## src/rtl/alu_sequencer.sv

```systemverilog
// alu_sequencer: valid/ready command queue, ALU power FSM and a single-entry
// result register in front of the accumulator ALU.
// Optional feature: define ALU_SEQ_AUTO_OFF_EN to power the ALU down after
// IDLE_CYCLES consecutive empty READY cycles.
module alu_sequencer #(
    parameter int N           = 8,
    parameter int DEPTH       = 4,
    parameter int IDLE_CYCLES = 8
) (
    input  logic                   clk,
    input  logic                   rst,
    input  logic                   cmd_valid,
    output logic                   cmd_ready,
    input  logic [3:0]             cmd_op,
    input  logic [N-1:0]           cmd_data,
    input  logic                   pwr_up,
    input  logic                   pwr_down,
    output logic                   alu_rst,
    output logic                   alu_on,
    output logic                   alu_off,
    output logic [3:0]             alu_op,
    output logic [N-1:0]           alu_in,
    input  logic [N-1:0]           alu_out,
    output logic                   res_valid,
    input  logic                   res_ready,
    output logic [N-1:0]           res_data,
    output logic                   err,
    output logic                   busy,
    output logic [$clog2(DEPTH):0] count
);

    localparam int PW = $clog2(DEPTH);
    localparam int CW = PW + 1;
    localparam logic [CW-1:0] FULL   = CW'(DEPTH);
    localparam logic [3:0]    OP_MAX = 4'd8;

    typedef enum logic [1:0] {
        ST_OFF,
        ST_BOOT,
        ST_READY,
        ST_DRAIN
    } state_t;

    state_t        state;
    logic [PW-1:0] wr_ptr;
    logic [PW-1:0] rd_ptr;
    logic [3:0]    q_op   [DEPTH];
    logic [N-1:0]  q_data [DEPTH];

    logic accept;
    logic push;
    logic slot_free;
    logic issue;
    logic q_empty;
    logic idle_expired;
    logic off_now;

    // Handshake, issue and power-down decode from registered state
    always_comb begin
        q_empty   = (count == '0);
        cmd_ready = (count < FULL) && (state != ST_DRAIN);
        accept    = cmd_valid && cmd_ready;
        push      = accept && (cmd_op <= OP_MAX);
        slot_free = !res_valid || res_ready;
        issue     = ((state == ST_READY) || (state == ST_DRAIN)) && !q_empty && slot_free;
        // alu_off is decoded in the cycle the shutdown is decided so the ALU
        // sees it on the same edge the FSM moves to OFF.
        off_now   = ((state == ST_READY) && q_empty && (pwr_down || idle_expired)) ||
                    ((state == ST_DRAIN) && q_empty);
    end

    // ALU drive: head of queue while issuing, NOP otherwise
    always_comb begin
        alu_op  = '0;
        alu_in  = '0;
        if (issue) begin
            alu_op = q_op[rd_ptr];
            alu_in = q_data[rd_ptr];
        end
        alu_on  = 1'b0;
        alu_off = off_now;
        busy    = ((state != ST_OFF) && !q_empty) || (state == ST_DRAIN);
    end

`ifdef ALU_SEQ_AUTO_OFF_EN
    localparam int IW = $clog2(IDLE_CYCLES + 1);
    logic [IW-1:0] idle_cnt;
    logic          idle;

    assign idle         = (state == ST_READY) && q_empty;
    assign idle_expired = idle && (idle_cnt == IW'(IDLE_CYCLES));

    // Idle counter: consecutive empty READY cycles
    always_ff @(posedge clk or negedge rst) begin
        if (!rst) begin
            idle_cnt <= '0;
        end else if (idle && !idle_expired) begin
            idle_cnt <= idle_cnt + IW'(1);
        end else begin
            idle_cnt <= '0;
        end
    end
`else
    logic unused_idle;
    assign unused_idle  = ^IDLE_CYCLES;
    assign idle_expired = 1'b0;
`endif

    // Power FSM with registered alu_rst (high exactly during BOOT)
    always_ff @(posedge clk or negedge rst) begin
        if (!rst) begin
            state   <= ST_OFF;
            alu_rst <= 1'b0;
        end else begin
            case (state)
                ST_OFF: begin
                    if (pwr_up && !pwr_down) begin
                        state   <= ST_BOOT;
                        alu_rst <= 1'b1;
                    end
                end
                ST_BOOT: begin
                    state   <= ST_READY;
                    alu_rst <= 1'b0;
                end
                ST_READY: begin
                    if (off_now) begin
                        state <= ST_OFF;
                    end else if (pwr_down) begin
                        state <= ST_DRAIN;
                    end
                end
                ST_DRAIN: begin
                    if (off_now) begin
                        state <= ST_OFF;
                    end
                end
                default: begin
                    state   <= ST_OFF;
                    alu_rst <= 1'b0;
                end
            endcase
        end
    end

    // Queue pointers and occupancy
    always_ff @(posedge clk or negedge rst) begin
        if (!rst) begin
            wr_ptr <= '0;
            rd_ptr <= '0;
            count  <= '0;
        end else begin
            if (push) begin
                wr_ptr <= wr_ptr + PW'(1);
            end
            if (issue) begin
                rd_ptr <= rd_ptr + PW'(1);
            end
            case ({push, issue})
                2'b10:   count <= count + CW'(1);
                2'b01:   count <= count - CW'(1);
                default: count <= count;
            endcase
        end
    end

    // Queue storage (contents need no reset; pointers define validity)
    always_ff @(posedge clk) begin
        if (push) begin
            q_op[wr_ptr]   <= cmd_op;
            q_data[wr_ptr] <= cmd_data;
        end
    end

    // Result register and illegal-opcode error pulse
    always_ff @(posedge clk or negedge rst) begin
        if (!rst) begin
            res_valid <= 1'b0;
            res_data  <= '0;
            err       <= 1'b0;
        end else begin
            err <= accept && (cmd_op > OP_MAX);
            if (issue) begin
                res_valid <= 1'b1;
                res_data  <= alu_out;
            end else if (res_ready) begin
                res_valid <= 1'b0;
            end
        end
    end

endmodule

```

## config.mk

```make
export PLATFORM = sky130hd
export DESIGN_NAME = alu_sequencer
export DESIGN_NICKNAME = d
export VERILOG_FILES = /design/src/rtl/alu_sequencer.sv
export SDC_FILE = /design/constraint.sdc
export NUM_CORES = 1
export LEC_CHECK = 0
export BUFFER_PORTS_ARGS = -buffer_cell sky130_fd_sc_hd__buf_2
export CORE_MARGIN = 2
export CORE_UTILIZATION = 35
export CTS_BUF_LIST = sky130_fd_sc_hd__clkbuf_8
export CTS_CLUSTER_DIAMETER = 150
export DETAILED_ROUTE_END_ITERATION = 6
export HOLD_SLACK_MARGIN = 0.12
export PLACE_DENSITY = 0.61
export SYNTH_ARGS = -nofsm -noshare
export SYNTH_HDL_FRONTEND = slang
export SYNTH_SLANG_ARGS = --single-unit
export TNS_END_PERCENT = 10
```

## constraint.sdc

```tcl
create_clock -name clk -period 5.5 [get_ports clk]
set_clock_uncertainty 0.1 [all_clocks]
set_input_delay 0.825 -clock clk [delete_from_list [all_inputs] [get_ports clk]]
set_output_delay 0.825 -clock clk [all_outputs]
set_load 0.03 [all_outputs]
```

Word-level counts from Yosys, hierarchy flattened
Memory sizes are Yosys's and may differ from the RTL's.
Cells that the tools add are included.
{"block": "classes", "addsub": 4, "n_shift": 0, "order_cmp": 3, "n_reduce_logical": 26, "div": 0, "n_bitwise": 0, "mux": 14, "mul": 0, "n_eq_ne": 9}
{"operator": "logical AND 1 bit", "n": 11}
{"operator": "2-to-1 mux 2 bit", "n": 4}
{"operator": "2-to-1 mux 8 bit", "n": 1}
{"operator": "one-hot mux 2 bit (4 select lines)", "n": 1}
{"operator": "nonzero test 2 bit", "n": 4}
{"operator": "equality test 2 bit, second input constant", "n": 3}
{"operator": "inequality test 2 bit, second input constant", "n": 3}
{"operator": "one-hot mux 3 bit (2 select lines)", "n": 1}
{"operator": "2-to-1 mux 1 bit", "n": 5}
{"operator": "adder 2 x 1 -> 2 bit, second input constant", "n": 2}
{"operator": "equality test 2 x 1 -> 1 bit, second input constant", "n": 2}
{"operator": "greater-than comparator 4 bit, second input constant", "n": 1}
{"operator": "less-or-equal comparator 4 bit, second input constant", "n": 1}
{"operator": "logical OR 1 bit", "n": 4}
{"operator": "2-to-1 mux 4 bit", "n": 1}
{"operator": "adder 3 x 1 -> 3 bit, second input constant", "n": 1}
{"operator": "zero test 1 bit", "n": 3}
{"operator": "zero test 3 bit", "n": 1}
{"operator": "less-than comparator 3 bit, second input constant", "n": 1}
{"operator": "inequality test 3 bit, second input constant", "n": 1}
{"operator": "AND reduction 3 bit", "n": 1}
{"operator": "subtractor 3 x 1 -> 3 bit, second input constant", "n": 1}
{"operator": "zero test 2 bit", "n": 1}
{"operator": "one-hot mux 1 bit (2 select lines)", "n": 1}
{"operator": "AND reduction 2 bit", "n": 1}
{"block": "word_totals", "latchBits": 0, "output_inout_bits": 30, "ff_bits": 20, "elab_cells": 66, "n_memories": 2, "romBits": 0, "ramBits": 48}
{"memory": "q_data", "words": 4, "word_bits": 8, "read_ports": 1, "rd_ports_with_merged_regs": 0, "wr": 1, "line_no": "48", "source": "logic [N-1:0] q_data [DEPTH];"}
{"memory": "q_op", "words": 4, "word_bits": 4, "read_ports": 1, "rd_ports_with_merged_regs": 0, "wr": 1, "line_no": "47", "source": "logic [3:0] q_op [DEPTH];"}

Logic depth before layout (Yosys ltp)
Gate-level depths: netlist of the first run.
{"block": "logic_depth", "depth_word": 6, "ltp_mapped": 9, "ltp_nobuf": 8}

Worst setup path after synthesis of the first run
Ideal clock, no wire load.
{"block": "synth_timing", "path_type": "input-to-output", "start": "in res_ready", "end": "out alu_in[2]", "cell_stages": 4, "t_arrival_ns": 1.716, "slack_ns": 2.859, "path_buffers": 1, "required_time_ns": 4.575, "path_cell_list": "nand2b_1 nand3_4 buf_4 nor2b_1"}
{"block": "synth_via", "elab_chain_cells": 3}
{"element": "start: declaration", "line_no": "25", "source": "input logic res_ready,"}
{"element": "logical OR 1 bit", "line_no": "64", "source": "slot_free = !res_valid || res_ready;"}
{"element": "logical AND 1 bit", "line_no": "65", "source": "issue = ((state == ST_READY) || (state == ST_DRAIN)) && !q_empty && slot_free;"}
{"element": "2-to-1 mux 8 bit", "line_no": "76", "source": "if (issue) begin"}
{"element": "end: declaration", "line_no": "22", "source": "output logic [N-1:0] alu_in,"}
No other way between the ends.

Worst setup path after layout of the first run
{"block": "layout_timing", "start": "reg rd_ptr[0]", "end": "out alu_op[0]"}
{"block": "layout_via", "elab_chain_cells": 2}
{"element": "start: declaration", "line_no": "46", "source": "logic [PW-1:0] rd_ptr;"}
{"element": "start signal: assignment", "line_no": "157", "source": "rd_ptr <= rd_ptr + PW'(1);"}
{"element": "memory read (4 x 4 bit)"}
{"element": "2-to-1 mux 4 bit", "line_no": "76"}
{"element": "end: declaration", "line_no": "21", "source": "output logic [3:0] alu_op,"}
No other way between the ends.

==> impl_metrics.yaml, run 1 <==
synthesis:
  yosysUniqueCellTypes: 31
  ys_warn_count: 0
  synth_area_sq_um: 2800
  synth-edff-count: 48
  ys_seq_elements: 68
  async_flop_share_pct: 29.4
  synth_most_common_cell: "edfxtp_1"
  synthAdderAreaFrac_pct: 3.31
  ys.flop_type: "edfxtp_1"
  synthTopCellsByCount: "edfxtp_1, dfrtp_1, nor2b_1"
  synth_seq_area_share_pct: 69.4
  synthXorXnorAreaFrac_pct: 1.88
  synth.area.mux_share_pct: 13.7
  syn_inst: 157
  syn_area_per_cell_sq_um: 17.8
  synth_top_area_share_pct: 51.5
  syn_nets: 189
  synth-compound-area-share_pct: 1.56
  yosys.area_share.simple_pct: 6.88
  netlist_top_cells_area: "edfxtp_1, dfrtp_1, mux4_2"
  synth_top_family_by_area: "multiplexers"
  yosysTopAreaCell: "edfxtp_1"
die:
  dieArea_sq_um: 8730
  fp.coreArea_sq_um: 7730
  die_w_um: 93.4
  pin_count: 56
  start_util_pct: 36.2
  chipHeight_um: 93.4
  rows: 32
detailed_routing:
  drc: 0
  wl_met1_mm: 1.99
  wirelength_mm: 4.71
  route.met2.wl_mm: 2.47
  wl_met3_um: 186
  dr.max_layer_used: "met4"
  vias_per_cell: 4.48
  drtIter0Drc: 49
  firstDrtPassIters: 4
  wl_per_cell_um: 14.7
  ant_nets: 0
  vias: 1438
placed_design:
  dp.final_hpwl_mm: 3.27
  dpl_worst_slack_ns: 2.50
  place_congestion: 0.757
  place.port_buffers: 54
critical_path:
  arrival_ns: 2.17
  crit_fanout: 14
  cp.buffers_inverters: 1
  critPathMaxStageDelay_ns: 0.89
  cp-start-kind: "flip-flop"
  end_kind: "primary output"
  crit_required_ns: 4.58
  path_delay_family: "flip-flops"
  ff2ff_path_depth: 8
  crit_slowest_cell: "dfrtp_1"
  crit_cells: 3
  worstSetupPathType: "flip-flop to primary output"
  crit_chain: "mux4_2 > nor2b_1 > buf_2"
clocking:
  cts_tree: "yes"
  cts_sinks: 68
  root_buffer: "clkbuf_8"
  ctsResizeCount: 0
  numCtsBuffers: 9
  htree_num_levels: 3
  cts_setup_buffers: 0
  clk_path_buf_depth: 2
  cts-hold-fix-buffers: 0
  path_clk_slew_ns: 0.07
  insertion_delay_ns: 0.32
sta:
  relSlewSlack_pct: 22.0
  fmax_mhz: 324
  fin_crit_sh_pct: 56.2
  worst_pin_slew_ns: 1.17
  slew_violations: 0
  finalHoldViolations: 0
  fin_crit_ns: 3.09
  setup_tns_ns: 0
  setup_viol: 0
  rsz0062_at_grt: "no"
  worst_slack_ns: 2.41
run:
  drv_cap: 0
hold_path:
  hold_path_class: "input port to async pin"
power:
  p_per_area_nw_per_um2: 564
  p_leak_uw: 0.00129
  irDropWorstVdd_v: 0.000314
global_route:
  grt_antenna_before_repair: 0
  track_usage_pct: 11.6
  overflow: 0
  first_global_vias: 1543
  grt_max_degree: 23
  grt_pass1_wl_mm: 7.49
cells_and_area:
  diodes: 0
  num-nets-final: 247
  drive_above_1_share_pct: 40.6
  area.growth.synth_to_final_pct: 18.1
  fill_cells: 692
run_status:
  status: "finished, final reports clean"
registers in the layout (all words and copies together), names as in the netlist:
name / count
q_data: 32
res_data: 8
q_op: 16
err: 1
state: 2
wr_ptr: 2
res_valid: 1
count: 3
alu_rst: 1
rd_ptr: 2
cells in the final DEF (no fill, tap or decap), types with 3 or more instances in the layout:
cell type / netlist / layout
nor2_1: 9 / 9
edfxtp_1: 48 / 48
mux4_2: 12 / 12
nand2_1: 3 / 3
clkbuf_8: 0 / 9
xnor2_1: 5 / 5
inv_1: 7 / 9
nor2b_1: 13 / 13
ha_1: 5 / 5
clkinv_1: 0 / 3
dfrtp_1: 20 / 20
buf_2: 2 / 54
mux2_2: 9 / 9
o21ai_0: 3 / 3
metal layers:
layer | vias to the layer above | global-route usage, %
li1 | 697 | -
met4 | 0 | 4.04
met3 | 6 | 3.46
met2 | 24 | 19.4
met1 | 711 | 14.2
met5 | - | 0
final cells by class:
cell class / count / area [sq um] / area share, %
clock buffers: 9 / 124 / 3.75
clock inverters: 6 / 48.8 / 1.48
inverters: 7 / 26.3 / 0.795
multi-input cells: 75 / 768 / 23.2
flip-flops and latches: 68 / 1940 / 58.7
well taps: 102 / 128 / 3.86
repair buffers: 54 / 270 / 8.17
power breakdown:
| group | internal [uW] | total (uW) | switching (uW) | leakage (uW) |
|---|---|---|---|---|
| Sequential | 657 | 773 | 116 | 0.000669 |
| Combinational | 308 | 730 | 422 | 0.000522 |
| Clock | 199 | 362 | 163 | 0.0000942 |
| Total | 1160 | 1870 | 702 | 0.00129 |
through the flow:
stage                     total power [uW]  hold WS [ns]  cells  util [%]  instance area [sq um]
after detailed placement              1540         0.389    306      40.6                   3130
after CTS                             1900         0.344    321      42.8                   3310
after global placement                1530         0.373    306      40.6                   3130
after global routing                  1990         0.359    321      42.8                   3310
after floorplan                       1360         0.398    157         -                   2800
final                                 1870         0.341    321      42.8                   3310
cell families after synthesis:
logic type | Yosys count
mux | 22
compound gates | 7
buf+inv | 14
xor+xnor | 6
simple gates | 32
fa+ha+maj | 7
flops | 68
other cells | 1
final timing paths:
| kind | from | end | slack, ns |
|---|---|---|---|
| worst max-delay path | rd_ptr[0]$_DFFE_PN0P_ | alu_op[0] | 2.41 |
| worst min-delay path | rst | res_data[6]$_DFFE_PN0P_ | 0.34 |
| worst max register to register | count[0]$_DFFE_PN0P_ | count[2]$_DFFE_PN0P_ | 3.07 |
| worst min register to register | res_data[4]$_DFFE_PN0P_ | res_data[4]$_DFFE_PN0P_ | 0.40 |
| max in group asynchronous | rst | count[1]$_DFFE_PN0P_ | 4.64 |
| min in group clk | res_data[4]$_DFFE_PN0P_ | res_data[4]$_DFFE_PN0P_ | 0.40 |
Power figures use the tool's default switching activity.
==> run 2, diff against run 1 <==
Settings changed: PLACE_DENSITY 0.61 to 0.63.
Clock period 5.5 ns to 2.6 ns, I/O delays scaled along.
==> run 2 against run 1 <==
  * Utilization is 1.5 points higher
  * Global-route usage is 0.73 points higher
  * Die area stayed put
  * Critical path type unchanged
  * Largest power group is now combinational cells
==> impl_metrics.yaml, run 2 (synthesized netlist as in run 1, its figures left out) <==
detailed_routing:
  wirelength_mm: 4.88
  vias: 1499
  drc: 0
  ant_nets: 0
  vias_per_cell: 4.50
  firstDrtPassIters: 4
  wl_per_cell_um: 14.7
  drtIter0Drc: 60
sta:
  finalHoldViolations: 0
  fin_crit_sh_pct: 91.1
  fin_crit_ns: 2.37
  fmax_mhz: 422
  slew_violations: 0
  setup_tns_ns: 0
  setup_viol: 0
  rsz0062_at_grt: "no"
critical_path:
  critPathLaunch: "count[0]$_DFFE_PN0P_"
  crit_end: "alu_op[2]"
  worstSetupPathType: "flip-flop to primary output"
  crit_required_ns: 2.11
  end_kind: "primary output"
  crit_fanout: 21
  cp-start-kind: "flip-flop"
  r2r-end: "count[2]$_DFFE_PN0P_"
  ff2ff_path_depth: 8
  rrSetupSlack_ns: 0.44
  rr_startpoint: "count[0]$_DFFE_PN0P_"
  arrival_ns: 1.88
die:
  die_w_um: 93.4
  start_util_pct: 36.2
  pin_count: 56
  chipHeight_um: 93.4
  dieArea_sq_um: 8730
  fp.coreArea_sq_um: 7730
  rows: 32
clocking:
  clk_path_buf_depth: 2
  path_clk_slew_ns: 0.07
  cts_sinks: 68
  numCtsBuffers: 9
  cts_tree: "yes"
  ctsResizeCount: 0
  root_buffer: "clkbuf_8"
  insertion_delay_ns: 0.33
  cts_setup_buffers: 0
  htree_num_levels: 3
global_route:
  grt_pass1_wl_mm: 7.75
  overflow: 0
  grt_max_degree: 22
  first_global_vias: 1510
  track_usage_pct: 12.3
  grt_antenna_before_repair: 0
cells_and_area:
  diodes: 0
  regMostFlops: "q_data"
  largest_reg_flops: 32
  ff_latch_area_sq_um: 1940
  final_common_cell: "buf_2"
  final_cell_mix: "buf_2, edfxtp_1, dfrtp_1"
  fin_area_sq_um: 3420
  multi_input_area_sq_um: 768
  largestRegisters: "q_data: 32 flops, q_op: 16 flops, res_data: 8 flops"
  area.growth.synth_to_final_pct: 22.2
  fill_cells: 721
  drive_above_1_share_pct: 44.2
  num-nets-final: 259
power:
  p_leak_uw: 0.00134
  p_per_area_nw_per_um2: 1190
  irDropWorstVdd_v: 0.000434
  p_total_uw: 4070
placed_design:
  place.port_buffers: 54
  dp.final_hpwl_mm: 3.38
  placed_area_sq_um: 3230
  place_congestion: 0.698
run_status:
  status: "finished, final reports clean"
run:
  drv_cap: 0
hold_path:
  hold_path_class: "input port to flip-flop"
run 2: power breakdown:
group	switching, uW	leakage (uW)	internal (uW)
clock network	363	0.0000838	427
registers	162	0.000669	1390
logic	1000	0.000587	724
total	1530	0.00134	2540
run 2: stage by stage:
stage          worst slack (ns)  std cells  hold WS (ns)  utilization (%)
2_1_floorplan             0.167        157      -0.00559                -
3_3_place_gp              0.367        317         0.267             41.8
3_5_place_dp              0.369        317         0.270             41.8
4_1_cts                   0.177        333         0.148             44.3
5_1_grt                   0.106        333         0.143             44.3
6_report                  0.233        333         0.165             44.3
run 2: per-layer routing:
layer  up-vias  track usage [%]  routed length, um
met5         -                0                  0
met4         0             4.78                 63
met3         4             5.08                246
met2        36             19.1               2410
met1       746             15.4               2160
li1        713                -                  -
run 2: how the worst min path moves through the flow:
stage	startpoint	slack, ns	end	depth (start not counted)
CTS	cmd_data[2]	0.15	q_data[2][2]$_DFFE_PP_	1
detailed placement	rst	0.27	res_data[7]$_DFFE_PN0P_	1
floorplan	rst	-0.006	alu_rst$_DFFE_PN0P_	0
finish	cmd_data[2]	0.16	q_data[2][2]$_DFFE_PP_	1
global route	cmd_data[2]	0.14	q_data[2][2]$_DFFE_PP_	1
global placement	rst	0.27	res_data[7]$_DFFE_PN0P_	1
run 2: critical path, stage by stage (launching register included):
cell     delay (ns)
dfrtp_1        0.44
or3_4          0.43
nand3_4        0.10
buf_4          0.28
nor2b_1        0.10
buf_2          0.19
run 2: what timing repair did:
action / CTS / global route
endpoints found under the hold margin: 20 / 0
hold buffers: 1 / 0
endpoints found under the setup margin: 0 / 0
run 2: layout make-up:
type	count	share of cell area, %
clock inverter	6	1.65
tap	102	3.73
multi-input combinational	75	22.5
timing repair buffer	66	11.0
clock buffer	9	3.62
inverter	7	0.768
sequential	68	56.8
==> run 3, diff against run 2 <==
Settings changed: CORE_ASPECT_RATIO set to 0.6.
==> run 3 against run 2 <==
  * Non-clock buffer count shrank 3
  * Highest routed layer unchanged
  * Via count down 0.47%
  * Worst setup slack got worse by 0.024 ns
  * Die area rose by 0.27%
  * Clock-buffer cell count did not move
  * Clock power up 3.5%
  * Wire length fell by 1.6%
  * Largest cell class unchanged
  * First-iteration DRC count is 13% higher
==> impl_metrics.yaml, run 3 (synthesized netlist as in run 1, its figures left out) <==
run_status:
  status: "finished, final reports clean"
global_route:
  overflow: 0
  grt_max_degree: 22
  grt_pass1_wl_mm: 7.67
  first_global_vias: 1452
  grt_antenna_before_repair: 0
  track_usage_pct: 12.3
detailed_routing:
  firstDrtPassIters: 4
  wl_per_cell_um: 14.3
  wirelength_mm: 4.80
  vias_per_cell: 4.43
  ant_nets: 0
  drtIter0Drc: 68
  vias: 1492
  drc: 0
critical_path:
  r2r-end: "count[2]$_DFFE_PN0P_"
  worstSetupPathType: "flip-flop to primary output"
  ff2ff_path_depth: 8
  crit_fanout: 21
  critPathLaunch: "count[1]$_DFFE_PN0P_"
  rrSetupSlack_ns: 0.42
  cp-start-kind: "flip-flop"
  crit_required_ns: 2.11
  end_kind: "primary output"
  rr_startpoint: "count[1]$_DFFE_PN0P_"
  arrival_ns: 1.90
cells_and_area:
  multi_input_area_sq_um: 768
  fill_cells: 721
  layout.cells.non_filler: 337
  area.growth.synth_to_final_pct: 21.6
  final_common_cell: "buf_2"
  largest_reg_flops: 32
  ff_latch_area_sq_um: 1940
  num-nets-final: 256
  drive_above_1_share_pct: 44.1
  largestRegisters: "q_data: 32 flops, q_op: 16 flops, res_data: 8 flops"
  final_cell_mix: "buf_2, edfxtp_1, dfrtp_1"
  regMostFlops: "q_data"
  diodes: 0
sta:
  relSlewSlack_pct: 59.8
  setup_tns_ns: 0
  rsz0062_at_grt: "no"
  worst_slack_ns: 0.209
  worst_pin_slew_ns: 0.603
  setup_viol: 0
  slew_violations: 0
  finalHoldViolations: 0
  fin_crit_sh_pct: 92.0
  fin_crit_ns: 2.39
  fmax_mhz: 418
hold_path:
  min_from: "cmd_data[6]"
  hold_end: "q_data[3][6]$_DFFE_PP_"
  hold_depth: 1
  hold_path_class: "input port to flip-flop"
die:
  rows: 25
  dieArea_sq_um: 8750
  chipHeight_um: 73.3
  fp.coreArea_sq_um: 7820
  start_util_pct: 35.8
  pin_count: 56
  die_w_um: 119
clocking:
  insertion_delay_ns: 0.34
  numCtsBuffers: 9
  path_clk_slew_ns: 0.07
  clk_path_buf_depth: 2
  htree_num_levels: 3
  cts_sinks: 68
  cts_tree: "yes"
  root_buffer: "clkbuf_8"
power:
  p_leak_uw: 0.00133
  p_total_uw: 4050
  p_per_area_nw_per_um2: 1190
  irDropWorstVdd_v: 0.000471
placed_design:
  dpl_worst_slack_ns: 0.373
  place.port_buffers: 54
  dp.final_hpwl_mm: 3.33
  place_congestion: 0.727
  place_inst: 320
run:
  drv_cap: 0
## run 3: changes by cell type in the layout (fill, tap and decap cells not counted)
cell / change
inv_1: +1
clkinvlp_4: +1
clkinv_4: +1
buf_12: -1
clkinv_1: -2
buf_4: -2
## run 3: metrics by stage
stage	util, %	hold slack, ns	instance area (sq um)
6_report	43.5	0.161	3400
5_1_grt	43.5	0.142	3400
4_1_cts	43.5	0.140	3400
3_5_place_dp	40.9	0.277	3200
3_3_place_gp	40.9	0.286	3200
2_1_floorplan	-	-0.00559	2800
## run 3: where the power goes
part,leakage (uW),internal [uW],switching (uW)
Combinational,0.000567,695,972
Clock,0.0000903,436,381
Sequential,0.000669,1390,181
## run 3: repair_timing
action,4_1_cts,5_1_grt
setup buffers,0,0
setup endpoints to repair,0,0
hold buffers,1,0
gates resized for setup,0,0
hold endpoints to repair,20,0
## run 3: critical path: stages (launching register included)
cell	delay, ns
dfrtp_1	0.43
or3_4	0.45
nand3_4	0.10
buf_4	0.28
nor2b_1	0.11
buf_2	0.19
## run 3: worst max-delay path by stage
stage / slack, ns / endpoint / cells after the start
after global routing: 0.09 / alu_in[2] / 5
after floorplan: 0.17 / count[2]$_DFFE_PN0P_ / 9
after CTS: 0.15 / alu_in[2] / 5
after detailed placement: 0.37 / count[2]$_DFFE_PN0P_ / 8
after global placement: 0.41 / count[2]$_DFFE_PN0P_ / 8
final: 0.21 / alu_in[2] / 5
## run 3: layout make-up
type | instances | share of cell area [%]
inverters | 7 | 0.772
repair buffers | 63 | 10.0
clock buffers | 9 | 3.64
well taps | 108 | 3.97
flip-flops and latches | 68 | 57.0
multi-input cells | 75 | 22.6
clock inverters | 7 | 2.02
## run 3: routing by layer
layer  share of wire (%)  GRT usage [%]  up-vias
li1                    -              -      713
met1                  49           16.7      731
met2                  43           17.5       42
met3                 6.3           5.43        6
met4                 1.1           4.71        0
met5                   0              0        -
